**config.mk**
```make
export PLATFORM = sky130hd
export DESIGN_NAME = fetch_sequencer
export DESIGN_NICKNAME = d
export VERILOG_FILES = /design/src/rtl/fetch_sequencer.sv
export SDC_FILE = /design/constraint.sdc
export NUM_CORES = 1
export LEC_CHECK = 0
export ABC_AREA = 1
export CAP_MARGIN = 10
export CORE_MARGIN = 5
export CORE_UTILIZATION = 45
export DETAILED_ROUTE_END_ITERATION = 6
export PLACE_DENSITY = 0.89
export SLEW_MARGIN = 5
export SYNTH_ARGS = -nofsm -noshare
export SYNTH_HDL_FRONTEND = slang
export SYNTH_SLANG_ARGS = --single-unit
```
**constraint.sdc**
```tcl
create_clock -name clk -period 8.52 [get_ports clk]
set_input_delay 2.556 -clock clk [delete_from_list [all_inputs] [get_ports clk]]
set_output_delay 2.556 -clock clk [all_outputs]
set_load 0.05 [all_outputs]
```
**src/rtl/fetch_sequencer.sv**
```systemverilog
// Fetch PC sequencer: IDLE/RUN/STALL/FLUSH FSM with branch redirect, link capture and flush bubbles.
// Optional perf counters (stall_cnt, flush_cnt) are enabled by defining FETCH_SEQ_PERF_CNT_EN.
module fetch_sequencer #(
    parameter int unsigned FLUSH_CYCLES = 2
) (
    input  logic        clk,
    input  logic        reset,
    input  logic        stall_req,
    input  logic        br_valid,
    input  logic        br_taken,
    input  logic [1:0]  branch_type,
    input  logic [15:0] br_pc,
    input  logic [7:0]  cond_address,
    input  logic [10:0] uncond_address,
    input  logic [15:0] register_data_2,
    input  logic        link,
    output logic [15:0] pc_out,
    output logic        pc_we,
    output logic        flush,
    output logic [15:0] link_pc,
    output logic        link_we,
    output logic [1:0]  state,
    output logic [15:0] stall_cnt,
    output logic [15:0] flush_cnt
);

    typedef enum logic [1:0] {
        IDLE  = 2'b00,
        RUN   = 2'b01,
        STALL = 2'b10,
        FLUSH = 2'b11
    } state_t;

    localparam logic [2:0] FLUSH_INIT = 3'(FLUSH_CYCLES);

    state_t      state_r, state_nxt_s;
    logic [15:0] pc_r, pc_nxt_s;
    logic [2:0]  cnt_r, cnt_nxt_s;
    logic        pc_we_r, pc_we_nxt_s;
    logic        flush_r, flush_nxt_s;
    logic        link_we_r, link_we_nxt_s;
    logic [15:0] link_pc_r, link_pc_nxt_s;
    logic        redirect_s;
    logic        take_redirect_s;
    logic [15:0] target_s;

    // Decode the resolving branch into a redirect request and its target
    always_comb begin
        redirect_s = 1'b0;
        target_s   = register_data_2;
        case (branch_type)
            2'b01: begin
                redirect_s = br_valid & br_taken;
                target_s   = br_pc + 16'd1 + {{8{cond_address[7]}}, cond_address};
            end
            2'b10: begin
                redirect_s = br_valid;
                target_s   = br_pc + 16'd1 + {{5{uncond_address[10]}}, uncond_address};
            end
            2'b11: begin
                redirect_s = br_valid;
                target_s   = register_data_2;
            end
            default: begin
                redirect_s = 1'b0;
                target_s   = register_data_2;
            end
        endcase
    end

    // IDLE always proceeds to RUN, so a branch there is dropped
    assign take_redirect_s = redirect_s & (state_r != IDLE);

    // Next-state and next-output logic; a redirect overrides stall and flush countdown
    always_comb begin
        state_nxt_s   = state_r;
        pc_nxt_s      = pc_r;
        cnt_nxt_s     = cnt_r;
        pc_we_nxt_s   = 1'b0;
        flush_nxt_s   = 1'b0;
        link_we_nxt_s = 1'b0;
        link_pc_nxt_s = link_pc_r;
        if (take_redirect_s) begin
            state_nxt_s   = FLUSH;
            pc_nxt_s      = target_s;
            cnt_nxt_s     = FLUSH_INIT;
            pc_we_nxt_s   = 1'b1;
            flush_nxt_s   = 1'b1;
            link_we_nxt_s = link;
            link_pc_nxt_s = link ? (br_pc + 16'd1) : link_pc_r;
        end else begin
            case (state_r)
                IDLE: begin
                    state_nxt_s = RUN;
                    pc_we_nxt_s = 1'b1;
                end
                RUN, STALL: begin
                    if (stall_req) begin
                        state_nxt_s = STALL;
                    end else begin
                        state_nxt_s = RUN;
                        pc_nxt_s    = pc_r + 16'd1;
                        pc_we_nxt_s = 1'b1;
                    end
                end
                FLUSH: begin
                    pc_nxt_s    = pc_r + 16'd1;
                    pc_we_nxt_s = 1'b1;
                    if (cnt_r <= 3'd1) begin
                        state_nxt_s = RUN;
                        cnt_nxt_s   = 3'd0;
                    end else begin
                        cnt_nxt_s   = cnt_r - 3'd1;
                        flush_nxt_s = 1'b1;
                    end
                end
                default: begin
                    state_nxt_s = IDLE;
                    cnt_nxt_s   = 3'd0;
                end
            endcase
        end
    end

    // State and output registers
    always_ff @(posedge clk) begin
        if (!reset) begin
            state_r   <= IDLE;
            pc_r      <= 16'h0000;
            cnt_r     <= 3'd0;
            pc_we_r   <= 1'b0;
            flush_r   <= 1'b0;
            link_we_r <= 1'b0;
            link_pc_r <= 16'h0000;
        end else begin
            state_r   <= state_nxt_s;
            pc_r      <= pc_nxt_s;
            cnt_r     <= cnt_nxt_s;
            pc_we_r   <= pc_we_nxt_s;
            flush_r   <= flush_nxt_s;
            link_we_r <= link_we_nxt_s;
            link_pc_r <= link_pc_nxt_s;
        end
    end

    assign pc_out  = pc_r;
    assign pc_we   = pc_we_r;
    assign flush   = flush_r;
    assign link_pc = link_pc_r;
    assign link_we = link_we_r;
    assign state   = state_r;

`ifdef FETCH_SEQ_PERF_CNT_EN
    logic [15:0] stall_cnt_r;
    logic [15:0] flush_cnt_r;

    // Saturating residency counters for STALL and FLUSH
    always_ff @(posedge clk) begin
        if (!reset) begin
            stall_cnt_r <= 16'h0000;
            flush_cnt_r <= 16'h0000;
        end else begin
            if ((state_r == STALL) && (stall_cnt_r != 16'hFFFF)) begin
                stall_cnt_r <= stall_cnt_r + 16'd1;
            end else begin
                stall_cnt_r <= stall_cnt_r;
            end
            if ((state_r == FLUSH) && (flush_cnt_r != 16'hFFFF)) begin
                flush_cnt_r <= flush_cnt_r + 16'd1;
            end else begin
                flush_cnt_r <= flush_cnt_r;
            end
        end
    end

    assign stall_cnt = stall_cnt_r;
    assign flush_cnt = flush_cnt_r;
`else
    assign stall_cnt = 16'h0000;
    assign flush_cnt = 16'h0000;
`endif

endmodule

```
==> impl_metrics.json, run 1 <==
{
  "status": "completed",
  "start_util": 0.461,
  "gp_congestion": 0.871,
  "post_cts_buffers": 0,
  "fillers": 768,
  "max_freq_mhz": 183,
  "nets": 748,
  "criticalPathCategory": "in -> reg",
  "die_y_um": 101,
  "routed_wl_um": 10600,
  "cts_root_buf": "clkbuf_8",
  "cts_resized": 0,
  "setup_viol": 0,
  "yosysWarningCount": 0,
  "antenna_left": 0,
  "critPathRequiredTime_ns": 8.72,
  "cap_violations": 0,
  "synth.distinct_cells": 42,
  "period_needed_ns": 5.48,
  "startpoint_type": "input port",
  "power.density_nw_per_um2": 154,
  "h-tree-depth": 2,
  "register_area_um2": 801,
  "floorplan.core_area_um2": 8180,
  "cts.sinks": 40,
  "wl_per_cell_um": 13.8,
  "syn_inst": 579,
  "port_buffers": 95,
  "worst_pin_slew_ns": 1.04,
  "multi_input_area_um2": 2520,
  "dr.pass1.iters": 5,
  "cts_buffer_depth": 2,
  "tns_ns": 0,
  "grt_max_degree": 30,
  "syn_avg_cell_area_um2": 6.50,
  "die-area_um2": 10300,
  "finalHoldViolCount": 0,
  "routed_via_density": 5.21,
  "dieWidth_um": 101,
  "cts_tree": "yes",
  "drtIter0Drc": 255,
  "cts.clk_slew.worst_paths_ns": 0.09,
  "grt_first_pass_wirelength_um": 17200,
  "grt-ovfl-total": 0,
  "cts_hold_buf": 0,
  "skew_ns": 0.0114,
  "critPathCaptureType": "register",
  "antenna_found_initial": 0,
  "maxSlewViolCount": 0,
  "period_share": 0.643,
  "ioPinCount": 128,
  "crit_path_max_fanout": 11,
  "clock_latency_ns": 0.31,
  "hold_path_class": "reg -> reg",
  "drc": 0,
  "leakage_nw": 2.11,
  "dpl.hpwl_um": 8690,
  "slew_headroom": 0.305,
  "grtUsageTotal": 0.202,
  "syn_area_um2": 3770,
  "ys_ff_latch": 40,
  "grt_pass1_vias": 3840,
  "cts_buffers": 5,
  "drive_gt1_frac": 0.0768,
  "arrival_ns": 5.67,
  "antenna_cells": 0,
  "grt_setup_unrepaired": "no",
  "seq_area_frac_synth": 0.213,
  "power_mw": 0.730,
  "ir_drop_uv": 76.7,
  "area_delta_synth_final_pct": 25.9,
  "vias": 4003,
  "num_rows": 33
}
kinds of logic (layout without fill, tap and decap cells):
family / count (synthesis) / after routing / share of synthesized area
xor gates and xnor gates: 20 / 20 / 0.0465
AOI/OAI and AO/OA: 111 / 111 / 0.167
other: 1 / 32 / 0.000996
and+or+nand+nor: 272 / 272 / 0.335
DFF: 40 / 40 / 0.213
adders and majority gates: 26 / 26 / 0.0884
buffers and inverters: 109 / 163 / 0.149
flip-flops by register name, summed over array words and instances (netlist names):
name / count
link_we: 1
cnt_r: 3
pc_out: 16
flush: 1
link_pc: 16
state: 2
pc_we: 1
routing by layer:
layer	wire, µm	GRT usage
met1	4370	0.255
met2	5200	0.349
met3	871	0.0379
met4	200	0.0634
met5	0	0
final cells by class:
class                           instances  share of cell area
Sequential cell                        40               0.169
Tap cell                              105              0.0277
Timing Repair Buffer                   95               0.200
Multi-Input combinational cell        461               0.531
Clock buffer                            5              0.0145
Inverter                               60              0.0475
Clock inverter                          3             0.00976
synth_stat cells:
cell | n | area share
or2_2 | 1 | 0.0017
fa_1 | 1 | 0.0053
dfxtp_1 | 40 | 0.21
o21ai_4 | 1 | 0.0043
a211o_1 | 1 | 0.0023
nand2_4 | 1 | 0.0030
inv_2 | 3 | 0.0030
inv_1 | 56 | 0.056
xnor2_1 | 8 | 0.019
nor3_1 | 7 | 0.0093
nand4_1 | 10 | 0.017
ha_1 | 25 | 0.083
nor3b_1 | 1 | 0.0020
buf_4 | 35 | 0.070
nand3b_2 | 1 | 0.0030
o211ai_1 | 7 | 0.014
nand3_1 | 40 | 0.053
nor4_1 | 1 | 0.0017
a31oi_1 | 4 | 0.0066
o21ai_1 | 2 | 0.0027
nor2_1 | 62 | 0.062
buf_2 | 5 | 0.0066
nand3b_1 | 2 | 0.0040
o21ai_0 | 35 | 0.047
clkinv_1 | 1 | 0.0010
nand2_2 | 19 | 0.032
nand2_1 | 110 | 0.11
clkbuf_1 | 7 | 0.0070
o221ai_1 | 1 | 0.0023
buf_6 | 2 | 0.0060
xor2_1 | 12 | 0.028
o21a_1 | 2 | 0.0040
a21oi_1 | 49 | 0.065
a21oi_2 | 2 | 0.0047
nor2_4 | 5 | 0.015
a211oi_1 | 2 | 0.0040
nor2_2 | 7 | 0.012
a221oi_1 | 2 | 0.0047
conb_1 | 1 | 0.0010
o21bai_1 | 3 | 0.0060
and2_1 | 2 | 0.0033
nand3_2 | 3 | 0.0080
stage by stage:
| step | worst slack, ns | hold WS (ns) | utilization | area, µm² | cells |
|---|---|---|---|---|---|
| after floorplan | 3.79 | 0.494 | - | 3880 | 610 |
| after global placement | 2.90 | 0.456 | 0.566 | 4630 | 761 |
| after detailed placement | 2.75 | 0.464 | 0.566 | 4630 | 761 |
| after CTS | 3.06 | 0.474 | 0.580 | 4740 | 769 |
| after global routing | 2.72 | 0.494 | 0.580 | 4740 | 769 |
| final | 3.04 | 0.475 | 0.580 | 4740 | 769 |
worst max-delay path, stage by stage:
cell	delay, ns
clkdlybuf4s50_1	0.45
inv_1	0.10
ha_1	0.44
inv_2	0.22
nand2_1	0.10
nand2_1	0.05
ha_1	0.21
fa_1	0.41
nand2_1	0.09
a21oi_1	0.09
nor2_1	0.10
nor2_1	0.06
nand2_1	0.07
nand2_2	0.07
nand3_1	0.11
nand2_2	0.08
nand2_2	0.08
nand2_1	0.05
nand2_1	0.05
nand3_1	0.08
nand2_1	0.13
a21oi_1	0.06
power breakdown:
| part | internal, mW | switching [mW] |
|---|---|---|
| Clock | 0.0884 | 0.0790 |
| Combinational | 0.115 | 0.223 |
| Sequential | 0.205 | 0.0197 |
path summary, 6_finish.rpt:
kind	end	cells after the start	slack, ns	startpoint
min	link_pc[3]$_SDFFE_PN0P_	2	0.47	link_pc[3]$_SDFFE_PN0P_
max reg2reg	pc_out[13]$_SDFFE_PN0P_	9	5.63	state[0]$_SDFFE_PN0P_
min reg2reg	link_pc[3]$_SDFFE_PN0P_	2	0.47	link_pc[3]$_SDFFE_PN0P_
max	pc_out[12]$_SDFFE_PN0P_	22	3.04	branch_type[0]
layout by cell type, fill, tap and decap left out, types with 2 or more instances in the layout:
cell type | netlist | layout
a21oi_1 | 49 | 49
o21ai_0 | 35 | 35
nand3b_1 | 2 | 2
nand2_1 | 110 | 110
conb_1 | 1 | 32
nand3_1 | 40 | 40
a211oi_1 | 2 | 2
inv_2 | 3 | 3
dfxtp_1 | 40 | 40
and2_1 | 2 | 2
nor3_1 | 7 | 7
a21oi_2 | 2 | 2
o21ai_1 | 2 | 2
nand2_2 | 19 | 19
xnor2_1 | 8 | 8
nor2_2 | 7 | 7
ha_1 | 25 | 25
o21a_1 | 2 | 2
xor2_1 | 12 | 12
a31oi_1 | 4 | 4
nand3_2 | 3 | 3
clkdlybuf4s50_1 | 0 | 95
o21bai_1 | 3 | 3
nand4_1 | 10 | 10
inv_1 | 56 | 56
nor2_1 | 62 | 62
o211ai_1 | 7 | 7
nor2_4 | 5 | 5
clkbuf_8 | 0 | 5
a221oi_1 | 2 | 2
Note: power is estimated with default switching activity, not from simulation.
==> run 2, diff against run 1 <==
--- a/config.mk
+++ b/config.mk
@@ -8,9 +8,9 @@
 export ABC_AREA = 1
 export CAP_MARGIN = 10
 export CORE_MARGIN = 5
-export CORE_UTILIZATION = 45
+export CORE_UTILIZATION = 42
 export DETAILED_ROUTE_END_ITERATION = 6
-export PLACE_DENSITY = 0.89
+export PLACE_DENSITY = 0.88
 export SLEW_MARGIN = 5
 export SYNTH_ARGS = -nofsm -noshare
 export SYNTH_HDL_FRONTEND = slang
==> constraint.sdc (replaced) <==
create_clock -name clk -period 4.7 [get_ports clk]
set_input_delay 1.41 -clock clk [delete_from_list [all_inputs] [get_ports clk]]
set_output_delay 1.41 -clock clk [all_outputs]
set_load 0.05 [all_outputs]
==> run 2 against run 1 <==
Net effect: combinational power grew 81%; setup slack lost 2.4 ns; clock skew is essentially flat; sequential power grew 81%; first-iteration DRC count shrank 24%; design area grew 0.90%; wire length shrank 2.0%; sequential cell count is the same; largest cell class unchanged; highest routed layer unchanged.
==> impl_metrics.json, run 2 (synthesis gave the netlist of run 1 again) <==
{
  "cts_hold_buf": 0,
  "nets": 753,
  "cts_root_buf": "clkbuf_8",
  "num_rows": 34,
  "dieWidth_um": 105,
  "combPwrFrac": 0.465,
  "placed_cell_area_um2": 4670,
  "h-tree-depth": 2,
  "clock_power_share": 0.226,
  "port_buffers": 95,
  "post_cts_buffers": 0,
  "wl_per_cell_um": 13.4,
  "design_area_um2": 4790,
  "drtIter0Drc": 194,
  "cts_buffer_depth": 2,
  "setup_viol": 0,
  "final_cell_mix": "110 x nand2_1, 95 x clkdlybuf4s50_1, 62 x nor2_1, 56 x inv_1, 49 x a21oi_1",
  "period_share": 0.868,
  "hold_path_class": "reg -> reg",
  "p_int_mw": 0.745,
  "tns_ns": 0,
  "critPathRequiredTime_ns": 4.89,
  "vias": 3928,
  "max_freq_mhz": 245,
  "antenna_left": 0,
  "grtUsageTotal": 0.185,
  "grt_max_degree": 29,
  "startpoint_type": "input port",
  "routed_wl_um": 10400,
  "cts.sinks": 40,
  "arrival_ns": 4.27,
  "seqPwrFrac": 0.309,
  "maxSlewViolCount": 0,
  "period_needed_ns": 4.08,
  "critPathCaptureType": "register",
  "power_mw": 1.32,
  "area_delta_synth_final_pct": 27.1,
  "power.density_nw_per_um2": 275,
  "grt_setup_unrepaired": "no",
  "criticalPathCategory": "in -> reg",
  "clock_latency_ns": 0.30,
  "drive_gt1_frac": 0.0837,
  "ioPinCount": 128,
  "ir_drop_uv": 118,
  "reg2reg_setup_slack_ns": 2.17,
  "grt_first_pass_wirelength_um": 17500,
  "grt-ovfl-total": 0,
  "dr.pass1.iters": 4,
  "finalHoldViolCount": 0,
  "drc": 0,
  "cts_resized": 0,
  "cap_violations": 0,
  "fin_ws_ns": 0.621,
  "antenna_found_initial": 0,
  "routed_via_density": 5.06,
  "start_util": 0.432,
  "antenna_cells": 0,
  "fillers": 827,
  "power_switching_mw": 0.573,
  "leakage_nw": 2.14,
  "place_ws_ns": 0.331,
  "grt_pass1_vias": 3914,
  "worst_pin_slew_ns": 0.671,
  "die-area_um2": 11000,
  "floorplan.core_area_um2": 8720,
  "status": "completed",
  "dpl.hpwl_um": 8650,
  "final_common_cell": "nand2_1",
  "gp_congestion": 0.867,
  "slew_headroom": 0.552,
  "crit_path_max_fanout": 8,
  "cts.clk_slew.worst_paths_ns": 0.09,
  "die_y_um": 105,
  "swShare": 0.435,
  "cts_tree": "yes",
  "cts_buffers": 5,
  "skew_ns": 0.0111
}
run 2: cell types whose count changed in the layout (fill, tap and decap cells not counted):
cell | previous run | this run
clkinv_4 | 0 | 2
clkinvlp_4 | 1 | 0
inv_6 | 1 | 0
buf_4 | 0 | 5
run 2: through the flow:
step | instances | hold slack, ns | utilization
2_1_floorplan | 610 | 0.494 | -
3_3_place_gp | 769 | 0.457 | 0.535
3_5_place_dp | 769 | 0.460 | 0.535
4_1_cts | 777 | 0.474 | 0.549
5_1_grt | 777 | 0.499 | 0.549
6_report | 777 | 0.473 | 0.549
run 2: power groups by stage:
stage | Sequential [mW] | Clock (mW) | Combinational, mW
final | 0.408 | 0.298 | 0.613
after CTS | 0.407 | 0.302 | 0.612
after detailed placement | 0.415 | 0 | 0.610
after global placement | 0.412 | 0 | 0.600
after global routing | 0.413 | 0.317 | 0.668
after floorplan | 0.517 | 0 | 0.343
run 2: path summary, 6_finish.rpt:
check	from	end	cells after the start
worst max-delay path	branch_type[0]	pc_out[8]$_SDFFE_PN0P_	19
worst min-delay path	link_pc[3]$_SDFFE_PN0P_	link_pc[3]$_SDFFE_PN0P_	2
worst max register to register	state[0]$_SDFFE_PN0P_	link_pc[9]$_SDFFE_PN0P_	9
worst min register to register	link_pc[3]$_SDFFE_PN0P_	link_pc[3]$_SDFFE_PN0P_	2
run 2: routing by layer:
metal,global-route usage,part of all wire
met5,0,0
met3,0.0413,0.067
met4,0.0438,0.015
met2,0.317,0.48
met1,0.237,0.44
run 2: worst max-delay path, stage by stage:
cell and delay (ns):
clkdlybuf4s50_1 0.51, inv_1 0.08, ha_1 0.26, buf_4 0.19
nand2_1 0.06, nand2_1 0.05, ha_1 0.21, fa_1 0.41
nand2_1 0.08, a21oi_1 0.08, nor2_1 0.10, nor2_1 0.07
nand2_1 0.07, nand2_2 0.07, nand3_1 0.11, nand2_2 0.08
xor2_1 0.16, o21ai_0 0.17, a21oi_1 0.09
run 2: cell type report:
type	count	area, µm²	area share
well taps	108	135	0.0282
clock buffers	5	68.8	0.0144
clock inverters	3	47.5	0.00993
repair buffers	100	988	0.207
multi-input cells	461	2520	0.527
flip-flops and latches	40	801	0.167
inverters	60	225	0.0471
